==> config.mk <==
export PLATFORM = sky130hd
export DESIGN_NAME = rx_controller
export DESIGN_NICKNAME = d
export VERILOG_FILES = /design/src/rtl/rx_controller.sv
export SDC_FILE = /design/constraint.sdc
export NUM_CORES = 1
export LEC_CHECK = 0
export BUFFER_PORTS_ARGS = -buffer_cell sky130_fd_sc_hd__buf_2
export CAP_MARGIN = 10
export CELL_PAD_IN_SITES_DETAIL_PLACEMENT = 1
export CELL_PAD_IN_SITES_GLOBAL_PLACEMENT = 2
export CORE_ASPECT_RATIO = 0.9
export CORE_MARGIN = 3
export CORE_UTILIZATION = 35
export CTS_CLUSTER_DIAMETER = 100
export DETAILED_ROUTE_END_ITERATION = 7
export PLACE_DENSITY_LB_ADDON = 0.1
export SETUP_SLACK_MARGIN = 0.15
export SLEW_MARGIN = 20
export SYNTH_ARGS = -nofsm -noshare
export SYNTH_HDL_FRONTEND = slang
export SYNTH_SLANG_ARGS = --single-unit
==> constraint.sdc <==
create_clock -name clk_i -period 3.5 [get_ports clk_i]
set_input_delay 1.05 -clock clk_i [delete_from_list [all_inputs] [get_ports clk_i]]
set_output_delay 1.05 -clock clk_i [all_outputs]
set_load 0.01 [all_outputs]
==> src/rtl/rx_controller.sv <==
// rx_controller: decodes raw receive sample words against the programmed
// frame format and queues data plus per-frame error status in a small FIFO.
//
// Ports:
//   clk_i, rst_i         clock, synchronous active-high reset
//   frame_i              raw 11-bit sample word, bit 0 = first bit after start
//   frame_valid_i        one-cycle strobe qualifying frame_i and the config
//   data_size_i          00=5, 01=6, 10=7, 11=8 data bits
//   parity_en_i          parity bit follows the data bits
//   parity_odd_i         1 = odd parity, 0 = even
//   stop_bits_i          0 = one stop bit, 1 = two stop bits
//   rx_ready_i           consumer pops the head entry while rx_valid_o is high
//   overrun_clr_i        clears the sticky overrun flag
//   rx_data_o            head data, zero above the configured width
//   rx_parity_err_o      head entry parity error
//   rx_frame_err_o       head entry stop-bit error
//   rx_valid_o           FIFO not empty
//   fifo_count_o         occupied FIFO entries, 0..FIFO_DEPTH
//   overrun_o            sticky: a decoded frame was dropped on a full FIFO
module rx_controller #(
    parameter int unsigned FIFO_DEPTH = 4
) (
    input  logic                              clk_i,
    input  logic                              rst_i,
    input  logic [10:0]                       frame_i,
    input  logic                              frame_valid_i,
    input  logic [1:0]                        data_size_i,
    input  logic                              parity_en_i,
    input  logic                              parity_odd_i,
    input  logic                              stop_bits_i,
    input  logic                              rx_ready_i,
    input  logic                              overrun_clr_i,
    output logic [7:0]                        rx_data_o,
    output logic                              rx_parity_err_o,
    output logic                              rx_frame_err_o,
    output logic                              rx_valid_o,
    output logic [$clog2(FIFO_DEPTH):0]       fifo_count_o,
    output logic                              overrun_o
);

    localparam int unsigned PTR_W = $clog2(FIFO_DEPTH);
    localparam int unsigned CNT_W = PTR_W + 1;

    typedef struct packed {
        logic [7:0] data;
        logic       parity_err;
        logic       frame_err;
    } rx_entry_t;

    // Decode of the incoming word using the config sampled in the strobe cycle
    logic [3:0] n_bits;
    logic [3:0] stop_idx;
    logic [3:0] stop2_idx;
    rx_entry_t  dec_entry;

    always_comb begin
        n_bits    = 4'd5 + {2'b00, data_size_i};
        stop_idx  = n_bits + {3'b000, parity_en_i};
        stop2_idx = stop_idx + 4'd1;
        dec_entry = '0;
        for (int i = 0; i < 8; i++) begin
            dec_entry.data[i] = (4'(i) < n_bits) ? frame_i[i] : 1'b0;
        end
        dec_entry.parity_err = parity_en_i &
                               (frame_i[n_bits] != (^dec_entry.data ^ parity_odd_i));
        dec_entry.frame_err  = ~frame_i[stop_idx] | (stop_bits_i & ~frame_i[stop2_idx]);
    end

    // Decode stage register
    logic      dec_valid_q;
    rx_entry_t dec_q;

    always_ff @(posedge clk_i) begin
        if (rst_i) begin
            dec_valid_q <= 1'b0;
            dec_q       <= '0;
        end else begin
            dec_valid_q <= frame_valid_i;
            if (frame_valid_i) begin
                dec_q <= dec_entry;
            end
        end
    end

    // FIFO state
    rx_entry_t        mem_q [FIFO_DEPTH];
    logic [PTR_W-1:0] wr_ptr_q;
    logic [PTR_W-1:0] rd_ptr_q;
    logic [CNT_W-1:0] cnt_q;
    logic             overrun_q;
    rx_entry_t        head_q;
    logic             valid_q;

    rx_entry_t        mem_n [FIFO_DEPTH];
    logic [PTR_W-1:0] wr_ptr_n;
    logic [PTR_W-1:0] rd_ptr_n;
    logic [CNT_W-1:0] cnt_n;
    logic             overrun_n;
    rx_entry_t        head_n;
    logic             full;
    logic             pop;
    logic             push_ok;

    // Next FIFO state; head outputs are precomputed so they come straight from flops
    always_comb begin
        mem_n     = mem_q;
        wr_ptr_n  = wr_ptr_q;
        rd_ptr_n  = rd_ptr_q;
        cnt_n     = cnt_q;
        overrun_n = overrun_q & ~overrun_clr_i;

        full    = (cnt_q == CNT_W'(FIFO_DEPTH));
        pop     = valid_q & rx_ready_i;
        // A same-cycle pop frees the slot, so a push on a full FIFO still lands
        push_ok = dec_valid_q & (~full | pop);

        if (dec_valid_q & full & ~pop) begin
            overrun_n = 1'b1;
        end
        if (push_ok) begin
            mem_n[wr_ptr_q] = dec_q;
            wr_ptr_n        = wr_ptr_q + PTR_W'(1);
        end
        if (pop) begin
            rd_ptr_n = rd_ptr_q + PTR_W'(1);
        end
        if (push_ok & ~pop) begin
            cnt_n = cnt_q + CNT_W'(1);
        end else if (pop & ~push_ok) begin
            cnt_n = cnt_q - CNT_W'(1);
        end

        head_n = (cnt_n != '0) ? mem_n[rd_ptr_n] : '0;
    end

    always_ff @(posedge clk_i) begin
        if (rst_i) begin
            for (int i = 0; i < int'(FIFO_DEPTH); i++) begin
                mem_q[i] <= '0;
            end
            wr_ptr_q  <= '0;
            rd_ptr_q  <= '0;
            cnt_q     <= '0;
            overrun_q <= 1'b0;
            head_q    <= '0;
            valid_q   <= 1'b0;
        end else begin
            mem_q     <= mem_n;
            wr_ptr_q  <= wr_ptr_n;
            rd_ptr_q  <= rd_ptr_n;
            cnt_q     <= cnt_n;
            overrun_q <= overrun_n;
            head_q    <= head_n;
            valid_q   <= (cnt_n != '0);
        end
    end

    assign rx_data_o       = head_q.data;
    assign rx_parity_err_o = head_q.parity_err;
    assign rx_frame_err_o  = head_q.frame_err;
    assign rx_valid_o      = valid_q;
    assign fifo_count_o    = cnt_q;
    assign overrun_o       = overrun_q;

endmodule

# After elaboration in Yosys (flattened, before gate mapping)
# Cells that the tools add are included.
[totals]
reg_bits = 70
latch_bits = 0
ram_bits = 0
romBits = 0
word_cells = 97
memories = 0
[classes]
addsub = 7
multipliers = 0
div = 0
magnitude_cmp = 14
n_eq_ne = 2
shift = 0
muxes = 25
n_bitwise = 21
n_reduce_logical = 4
[op_table]
columns = ["cell", "n"]
rows = [
  ["$bwmux 40", 1],
  ["$mux 40", 1],
  ["$mux 10", 3],
  ["$bmux 10 s2", 1],
  ["$demux 10 s2", 1],
  ["$lt 3x4->1 const A", 4],
  ["$lt 4x5->1 const B", 3],
  ["$bmux 1 s4", 3],
  ["$mux 1", 12],
  ["$and 1x1->1", 9],
  ["$lt 1x4->1 const A", 2],
  ["$lt 2x4->1 const A", 2],
  ["$reduce_xor 8->1", 1],
  ["$not 1->1", 7],
  ["$ge 3x3->1 const B", 2],
  ["$mux 3", 2],
  ["$not 2->3", 2],
  ["$add 2x1->2 const B", 2],
  ["$add 3x2->4 const A", 1],
  ["$add 4x1->4", 1],
  ["$add 4x1->4 const B", 1],
  ["$add 3x1->3 const B", 1],
  ["$eq 3x3->1 const B", 1],
  ["$lt 3x1->1 const B", 1],
  ["other kinds (8)", 9],
]

# Longest topological paths before layout
# Gate-level depths: netlist (run 1).
[depth]
word_depth = 11
ltp_mapped = 10

# Worst setup path after synthesis (run 1)
# Ideal clock, no wire load.
[synth_timing]
path_kind = "input -> register"
startpoint = "in data_size_i[0]"
endpoint = "reg dec_q[0] in the netlist's numbering"
setup_ns = 0.065
arrival_time_ns = 3.188
required_time_ns = 3.435
setup_slack_ns = 0.247
cell_stages = 10
path_buffers = 0
path_cell_list = "inv_1 -> ha_1 -> fa_1 -> ha_1 -> mux4_1 -> inv_1 -> o22ai_1 -> a31oi_1 -> o22ai_1 -> nor2_1"
[synth_via]
elab_chain_cells = 8
elab_cells_between_ends = 11
classes_between = "3 x add/sub; 4 x mux; 4 x bitwise"
[synth_rtl]
columns = ["element", "line", "source"]
rows = [
  ["start, declared", "27", "input logic [1:0] data_size_i,"],
  ["$add 3x2->4 (*)", "57", "n_bits = 4'd5 + {2'b00, data_size_i};"],
  ["$add 4x1->4 (*)", "58", "stop_idx = n_bits + {3'b000, parity_en_i};"],
  ["$add 4x1->4", "59", "stop2_idx = stop_idx + 4'd1;"],
  ["$bmux 1 s4", "66", "dec_entry.frame_err = ~frame_i[stop_idx] | (stop_bits_i & ~frame_i[stop2_idx]);"],
  ["$mux 1 (not written as such)", "66", ""],
  ["$not 1->1", "66", ""],
  ["$and 1x1->1", "66", ""],
  ["$or 1x1->1 (*)", "66", ""],
  ["end signal, assigned", "80", "dec_q <= dec_entry;"],
  ["end, declared", "71", "rx_entry_t dec_q;"],
]
# Every way passes the cells marked *; elsewhere a longest branch is shown, timed or not. The select of a mux whose other input is x is not followed.
# A chain may end at the register's enable or synchronous reset.

# Worst setup path after layout (run 1)
# Ends and elaborated chain as after synthesis.

==> metrics.md, run 1 <==
| Metric | Value |
|---|---|
| Status | `completed` |
| Core Region | `9331 um^2` |
| Top cell family by delay on the critical path | `adder cells` |
| Clk_skew | `9.645 ps` |
| Die Area | `11050 um^2` |
| Most common cell after layout, fill and taps aside | `nand2_1` |
| Post-synthesis cell type count | `47` |
| GRT Overall Usage | `17.87%` |
| Pin count of the biggest net entering global routing | `34` |
| Reg-to-reg slack, setup | `1150 ps` |
| CTS Buf Count | `9` |
| Number of synthesized flops with an enable pin | `0` |
| Routed WL | `9583 um` |
| Most frequent cells in the layout | `98 x nand2_1, 70 x dfxtp_1, 47 x a21oi_1` |
| I/O pin count | `36` |
| Critical path depth in cells | `11` |
| Max Slew Vio Count | `0` |
| First-pass iteration count of the detailed router | `4` |
| Crit-path most repeated cell | `ha_1` |
| Worst Tran Pin Value | `766.5 ps` |
| Slew headroom | `between 40% and 50%` |
| Final Setup Violations | `0` |
| DRC viols | `0` |
| Worst-case reg-to-reg path depth | `9` |
| # clock sinks | `70` |
| Sw Ratio | `29.54%` |
| Final worst path period need | `3067 ps` |
| Row cnt | `33` |
| Initial core utilization | `approximately 37%` |
| Detailed router's first-iteration violation count | `71` |
| Diode count | `0` |
| Hold depth | `2` |
| Routed vias | `2987` |
| Worst setup SP type | `input pin` |
| Setup crit end kind | `register` |
| Die W | `110.5 um` |
| Clock Latency Late Sink | `360 ps` |
| Synthesized area | `between 3000 and 4000 um^2` |
| Hold WS | `between 400 and 500 ps` |
| Yosys warns | `0` |
| Clock tree buffer depth | `2` |
| Syn Inst Count | `approximately 400` |
| Layout area overhead | `16.55%` |
| CP max FO | `4` |
| Gp weighted congestion | `0.8500` |
| P_leak | `1.513 nW` |
| Crit path cell chain | `buf_2 -> inv_1 -> ha_1 -> fa_1 -> ha_1 -> mux2_2 -> a22oi_1 -> o311ai_0 -> a31oi_1 -> o22ai_1 -> nor2_1` |
| Setup TNS | `0 ps` |
| Worst EP required | `between 3000 and 4000 ps` |
| WP buf/inv | `2` |
| Worst Hold Class | `reg2reg` |
| Crit Reg-Reg Startpoint | `fifo_count_o[0]$_SDFF_PP0_` |
| RSZ-0062 raised after global routing | `no` |
| PwrDens | `roughly 540 nW/um^2` |
| #FFs+latches synth | `70` |
| Cts hold-fix bufs | `0` |
| Post-CTS sizing | `0` |
| Root Buffer | `clkbuf_8` |
| Most used DFF post-synth | `dfxtp_1` |
| Worst Hold End | `mem_q[22]$_SDFF_PP0_` |
| Setup CP Type | `in2reg` |
| Quantity of I/O buffers inserted on ports | `35` |
| Worst Hold Launch | `mem_q[22]$_SDFF_PP0_` |
| Fmax | `326.0 MHz` |
| First-pass GRT wire length | `15860 um` |
| DP Wirelength | `6812 um` |
| Worst-path clk slew | `approximately 80 ps` |
| Vias per inst | `around 5.2` |
| H-tree depth | `3` |
| Initial antenna violation count | `0` |
| Sequential area share after synthesis | `40.74%` |
| CTS tree | `done` |
| Nets | `477` |
| Comb power frac | `between 20% and 30%` |
| WL per Instance | `16.84 um` |
| Slowest library cell on the worst path | `fa_1` |
| Final-report hold violation count | `0` |
| Reg2reg end | `rx_data_o[4]$_SDFF_PP0_` |
| Clock share of power | `a little over a third` |
| Layout cells sized above 1 | `15.88%` |
| Final ANT Viol Nets | `0` |
| Psw | `0.6381 mW` |
| Vias in the first global route | `3035` |
| Total grt overflow | `0` |
| Final Util | `42.96%` |
| Tcrit/Tclk final | `87.64%` |
| Peak VDD IR | `roughly 270 uV` |
| CP max stage delay | `460 ps` |
| Cell-internal power | `between 1.5 and 2 mW` |
| Seq pwr share | `40.7%` |
| Post-CTS setup buffer count | `0` |
| Post-Syn Area per Cell | `8.535 um^2` |
| Post-synthesis async set-or-reset flop share | `0%` |
| Synthesized Nets | `about 440` |
| Max_cap viols | `0` |
| Vert. Die Dim | `100.0 um` |
| Crit path arrival time | `approximately 3400 ps` |
sequential cells by signal, summed over array words and instances (netlist names):
register / cells
mem_q: 40
rx_frame_err_o: 1
wr_ptr_q: 2
overrun_o: 1
fifo_count_o: 3
rd_ptr_q: 2
rx_data_o: 8
dec_q: 10
dec_valid_q: 1
rx_parity_err_o: 1
rx_valid_o: 1
cell usage after synthesis, types with 2 or more instances:
library cell / count / area share (%)
inv_1: 13 / 1.4
buf_2: 3 / 0.44
a22oi_1: 2 / 0.44
ha_1: 12 / 4.4
o21ai_0: 3 / 0.44
mux4_1: 3 / 2.3
o22a_1: 20 / 5.1
nand2b_1: 4 / 0.73
nand3b_1: 2 / 0.44
xnor2_2: 2 / 0.95
o211ai_1: 27 / 5.9
a21boi_0: 7 / 1.5
a21o_1: 2 / 0.44
xnor2_1: 10 / 2.5
o22ai_1: 2 / 0.36
nor2_1: 22 / 2.4
a21boi_1: 3 / 0.65
clkbuf_1: 12 / 1.3
a31oi_1: 2 / 0.36
nor2b_1: 2 / 0.36
dfxtp_1: 70 / 41
nand2_1: 98 / 11
mux2i_1: 8 / 2.3
a21oi_1: 47 / 6.8
clkbuf_2: 2 / 0.29
o221ai_1: 2 / 0.51
nand3_1: 2 / 0.29
o311ai_0: 2 / 0.51
cells by family after synthesis:
group / count (synthesis) / share of synthesized area [%]
and+or+nand+nor: 137 / 16.37
AOI/OAI and AO/OA: 124 / 24.30
DFF: 70 / 40.74
adders and majority gates: 13 / 4.947
muxes: 13 / 5.602
xor gates and xnor gates: 13 / 3.747
buffers and inverters: 33 / 4.292
layout make-up:
class	count	area (um^2)
clock buffers	9	123.9
flip-flops and latches	70	1401
fillers	1168	5323
well taps	122	152.6
repair buffers	49	280.3
clock inverters	6	111.4
multi-input cells	300	1891
inverters	13	48.80
power groups by stage:
| stage | logic, mW | clock network [mW] | registers, mW |
|---|---|---|---|
| global placement | 0.486 | 0 | 0.896 |
| detailed placement | 0.492 | 0 | 0.898 |
| CTS | 0.494 | 0.810 | 0.879 |
| finish | 0.491 | 0.791 | 0.879 |
| floorplan | 0.332 | 0 | 0.897 |
| global route | 0.544 | 0.843 | 0.886 |
worst max-delay path by stage:
stage | startpoint | slack [ps] | to
6_report | data_size_i[0] | 430 | dec_q[0]$_SDFFE_PP0P_
5_1_grt | data_size_i[0] | 270 | dec_q[0]$_SDFFE_PP0P_
3_3_place_gp | data_size_i[0] | 140 | dec_q[0]$_SDFFE_PP0P_
3_5_place_dp | data_size_i[0] | 60 | dec_q[0]$_SDFFE_PP0P_
2_1_floorplan | data_size_i[0] | 250 | dec_q[0]$_SDFFE_PP0P_
4_1_cts | data_size_i[0] | 440 | dec_q[0]$_SDFFE_PP0P_
per-stage QoR:
stage / std cells / total power, mW / setup WS (ps) / area (um^2)
floorplan: 403 / 1.229 / 247.3 / 3440
global placement: 554 / 1.382 / 143.6 / 3774
detailed placement: 554 / 1.389 / 63.96 / 3774
CTS: 569 / 2.183 / 435.9 / 4009
global route: 569 / 2.274 / 271.8 / 4009
finish: 569 / 2.160 / 432.7 / 4009
routing by layer:
layer	vias to the layer above	share of wire [%]	global-route usage, %
li1	1496	-	-
met1	1422	51	24.67
met2	58	44	27.89
met3	11	3.9	3.978
met4	0	1.2	5.966
met5	-	0	0
tightest hold or removal path: stages, from the launching register on:
cell and delay [ps]:
dfxtp_1 320, nand2_1 50, a21oi_1 50
(Power assumes the default switching activity.)
==> run 2, diff against run 1 <==
Settings changed: ABC_AREA from default to 1, CORE_UTILIZATION 35 to 33.
==> metrics.md, run 2 <==
| Metric | Value |
|---|---|
| Tcrit/Tclk final | `81.85% (-5.8 points)` |
| P_leak | `1.891 nW (+25%)` |
| Sequential area share after synthesis | `39.19% (-1.6 points)` |
| Root Buffer | `clkbuf_16` |
| Initial antenna violation count | `0 (unchanged)` |
| Peak VDD IR | `186.4 uV (-31%)` |
| Vias per inst | `5.119 (-2.5%)` |
| H-tree depth | `3 (unchanged)` |
| Synth top area share | `39.19% (-1.6 points)` |
| Worst-case reg-to-reg path depth | `11 (+2)` |
| Most common cell after layout, fill and taps aside | `nand2_1` |
| Number of flip-flops in the largest register | `40 (unchanged)` |
| Post-synth top cells | `111 x nand2_1, 70 x dfxtp_1, 64 x inv_1, 63 x nand3_1, 59 x o21ai_0` |
| Quantity of I/O buffers inserted on ports | `35 (unchanged)` |
| Post-synthesis async set-or-reset flop share | `0% (unchanged)` |
| Crit Reg-Reg Startpoint | `fifo_count_o[0]$_SDFF_PP0_` |
| Beginning of the critical path | `data_size_i[0]` |
| Synthesized Nets | `549 (+26%)` |
| Die Area | `12120 um^2 (+9.7%)` |
| CP max FO | `10 (+6)` |
| Layout area overhead | `14.42%` |
| Slew headroom | `62.04% (+13 points)` |
| Placement Setup Slack | `292.3 ps (+228.4 ps)` |
| Synthesized area | `3576 um^2 (+4.0%)` |
| Hold WS | `482.6 ps (+21.86 ps)` |
| Largest area contributor in the netlist | `dfxtp_1` |
| Most used DFF post-synth | `dfxtp_1` |
| Setup crit end kind | `register` |
| #FFs+latches synth | `70 (unchanged)` |
| Final worst path period need | `2865 ps (-202.6 ps)` |
| GRT Overall Usage | `18.24% (+0.38 points)` |
| Syn Inst Count | `515 (+28%)` |
| Diode count | `0 (unchanged)` |
| Total grt overflow | `0 (unchanged)` |
| Worst Hold Class | `reg2reg` |
| Slowest library cell on the worst path | `fa_1` |
| Number of synthesized flops with an enable pin | `0 (unchanged)` |
| Critical path depth in cells | `12 (+1)` |
| Crit path cell chain | `buf_2 -> inv_1 -> ha_1 -> fa_1 -> ha_1 -> inv_1 -> a21oi_1 -> o21ai_0 -> nand3_1 -> nand3_1 -> o211ai_1 -> a21oi_1` |
| Post-CTS setup buffer count | `0 (unchanged)` |
| Top cell family by delay on the critical path | `adder cells` |
| Cts hold-fix bufs | `0 (unchanged)` |
| Reg-to-reg slack, setup | `1460 ps (+310 ps)` |
| Post-Syn Area per Cell | `6.944 um^2 (-19%)` |
| Setup TNS | `0 ps (unchanged)` |
| Synth top area cells | `dfxtp_1 39%, nand2_1 12%, nand3_1 8.8%, o21ai_0 8.3%, a21oi_1 7.4%` |
| Final Setup Violations | `0 (unchanged)` |
| Pin count of the biggest net entering global routing | `48 (+41%)` |
| Crit path arrival time | `3080 ps (-280 ps)` |
| Worst setup endpoint | `dec_q[0]$_SDFFE_PP0P_` |
| First-pass GRT wire length | `17420 um (+9.9%)` |
| Yosys warns | `0 (unchanged)` |
| Clock Latency Late Sink | `330 ps (-30 ps)` |
| CTS Buf Count | `9 (unchanged)` |
| Design area | `4091 um^2 (+2.1%)` |
| Core Region | `10420 um^2 (+12%)` |
| Fmax | `349.1 MHz (+7.1%)` |
| Post-CTS sizing | `0 (unchanged)` |
| DP Wirelength | `7120 um (+4.5%)` |
| Max Slew Vio Count | `0 (unchanged)` |
| Clk_skew | `1.802 ps (-7.844 ps)` |
| Row cnt | `35 (+6.1%)` |
| Worst setup SP type | `input pin` |
| Vert. Die Dim | `104.8 um (+4.7%)` |
| WP buf/inv | `3 (+1)` |
| Reg2reg end | `rx_data_o[3]$_SDFF_PP0_` |
| RSZ-0062 raised after global routing | `no` |
| CP max stage delay | `510 ps (+50 ps)` |
| Gp weighted congestion | `0.7835 (-7.8%)` |
| Initial core utilization | `34.31% (-2.6 points)` |
| Setup CP Type | `in2reg` |
| Routed vias | `3455 (+16%)` |
| Routed WL | `10340 um (+7.9%)` |
| Placed cells | `660 (+19%)` |
| Fin worst setup slack | `635.2 ps (+202.6 ps)` |
| Post-synthesis cell type count | `29 (-38%)` |
| Clock tree buffer depth | `2 (unchanged)` |
| Nets | `576 (+21%)` |
| Vias in the first global route | `3536 (+17%)` |
| Worst Tran Pin Value | `569.4 ps (-197.1 ps)` |
| DRC viols | `0 (unchanged)` |
| # clock sinks | `70 (unchanged)` |
| Worst EP required | `3720 ps (-70 ps)` |
| Max_cap viols | `0 (unchanged)` |
| Worst-path clk slew | `50 ps (-30 ps)` |
| Most frequent cells in the layout | `111 x nand2_1, 70 x dfxtp_1, 64 x inv_1` |
| PwrDens | `574.9 nW/um^2 (+6.7%)` |
| WL per Instance | `15.32 um (-9.1%)` |
| Post-DP Area | `3822 um^2 (+1.3%)` |
| Status | `completed` |
| Detailed router's first-iteration violation count | `155 (+120%)` |
| Largest Register | `mem_q` |
| Final Util | `39.26% (-3.7 points)` |
| CTS tree | `done` |
| Layout cells sized above 1 | `12.09% (-3.8 points)` |
| Final ANT Viol Nets | `0 (unchanged)` |
| Final cell count without fillers | `675 (+19%)` |
| I/O pin count | `36 (unchanged)` |
| Post-route total power | `2.352 mW (+8.9%)` |
| First-pass iteration count of the detailed router | `5 (+1)` |
| Count leader, synth | `nand2_1` |
| Final-report hold violation count | `0 (unchanged)` |
| Die W | `115.7 um (+4.7%)` |
[run 2: report_power, final]
part	internal, mW	leakage (nW)	switching, mW
clock	0.514	0.133	0.322
combinational	0.223	1.19	0.397
sequential	0.861	0.570	0.0369
total	1.60	1.89	0.755
[run 2: layer usage]
layer | GRT usage (%) | part of all wire (%) | vias to the layer above | wire length (um)
li1 | - | - | 1732 | -
met1 | 23.94 | 50 | 1658 | 5171
met2 | 28.60 | 45 | 49 | 4638
met3 | 4.922 | 3.0 | 16 | 305
met4 | 6.711 | 2.2 | 0 | 223
met5 | 0 | 0 | - | 0
[run 2: area by class of cell]
class                   count  area, um^2
repair buffers             40       212.7
fillers                  1345        6331
clock inverters             1       5.005
clock buffers              14       264.0
inverters                  66       247.7
multi-input cells         355        1799
well taps                 129       161.4
flip-flops and latches     70        1401
[run 2: worst min path at each step]
| stage | slack [ps] | start | cells after the start | endpoint |
|---|---|---|---|---|
| 2_1_floorplan | 470 | mem_q[30]$_SDFF_PP0_ | 2 | mem_q[30]$_SDFF_PP0_ |
| 3_3_place_gp | 470 | overrun_o$_SDFF_PP0_ | 2 | overrun_o$_SDFF_PP0_ |
| 3_5_place_dp | 480 | overrun_o$_SDFF_PP0_ | 2 | overrun_o$_SDFF_PP0_ |
| 4_1_cts | 490 | overrun_o$_SDFF_PP0_ | 2 | overrun_o$_SDFF_PP0_ |
| 5_1_grt | 520 | mem_q[29]$_SDFF_PP0_ | 2 | mem_q[29]$_SDFF_PP0_ |
| 6_report | 480 | overrun_o$_SDFF_PP0_ | 2 | overrun_o$_SDFF_PP0_ |
[run 2: worst reg2reg max path, cell delays in order, from the launching register on]
cell     delay [ps]
dfxtp_1         380
inv_1            90
ha_1            210
nand3_2         100
nand2_4         200
buf_4           280
o21ai_0         260
nand3_1         110
nand3_1         110
o21ai_1          80
nand2_1          70
inv_1            30
[run 2: cells by family after synthesis]
group | Yosys count | share of synthesized area (%)
simple gates | 209 | 25.86
compound gates | 129 | 18.72
buf+inv | 90 | 10.50
flops | 70 | 39.19
fa+ha+maj | 13 | 4.758
xor+xnor | 4 | 0.9799
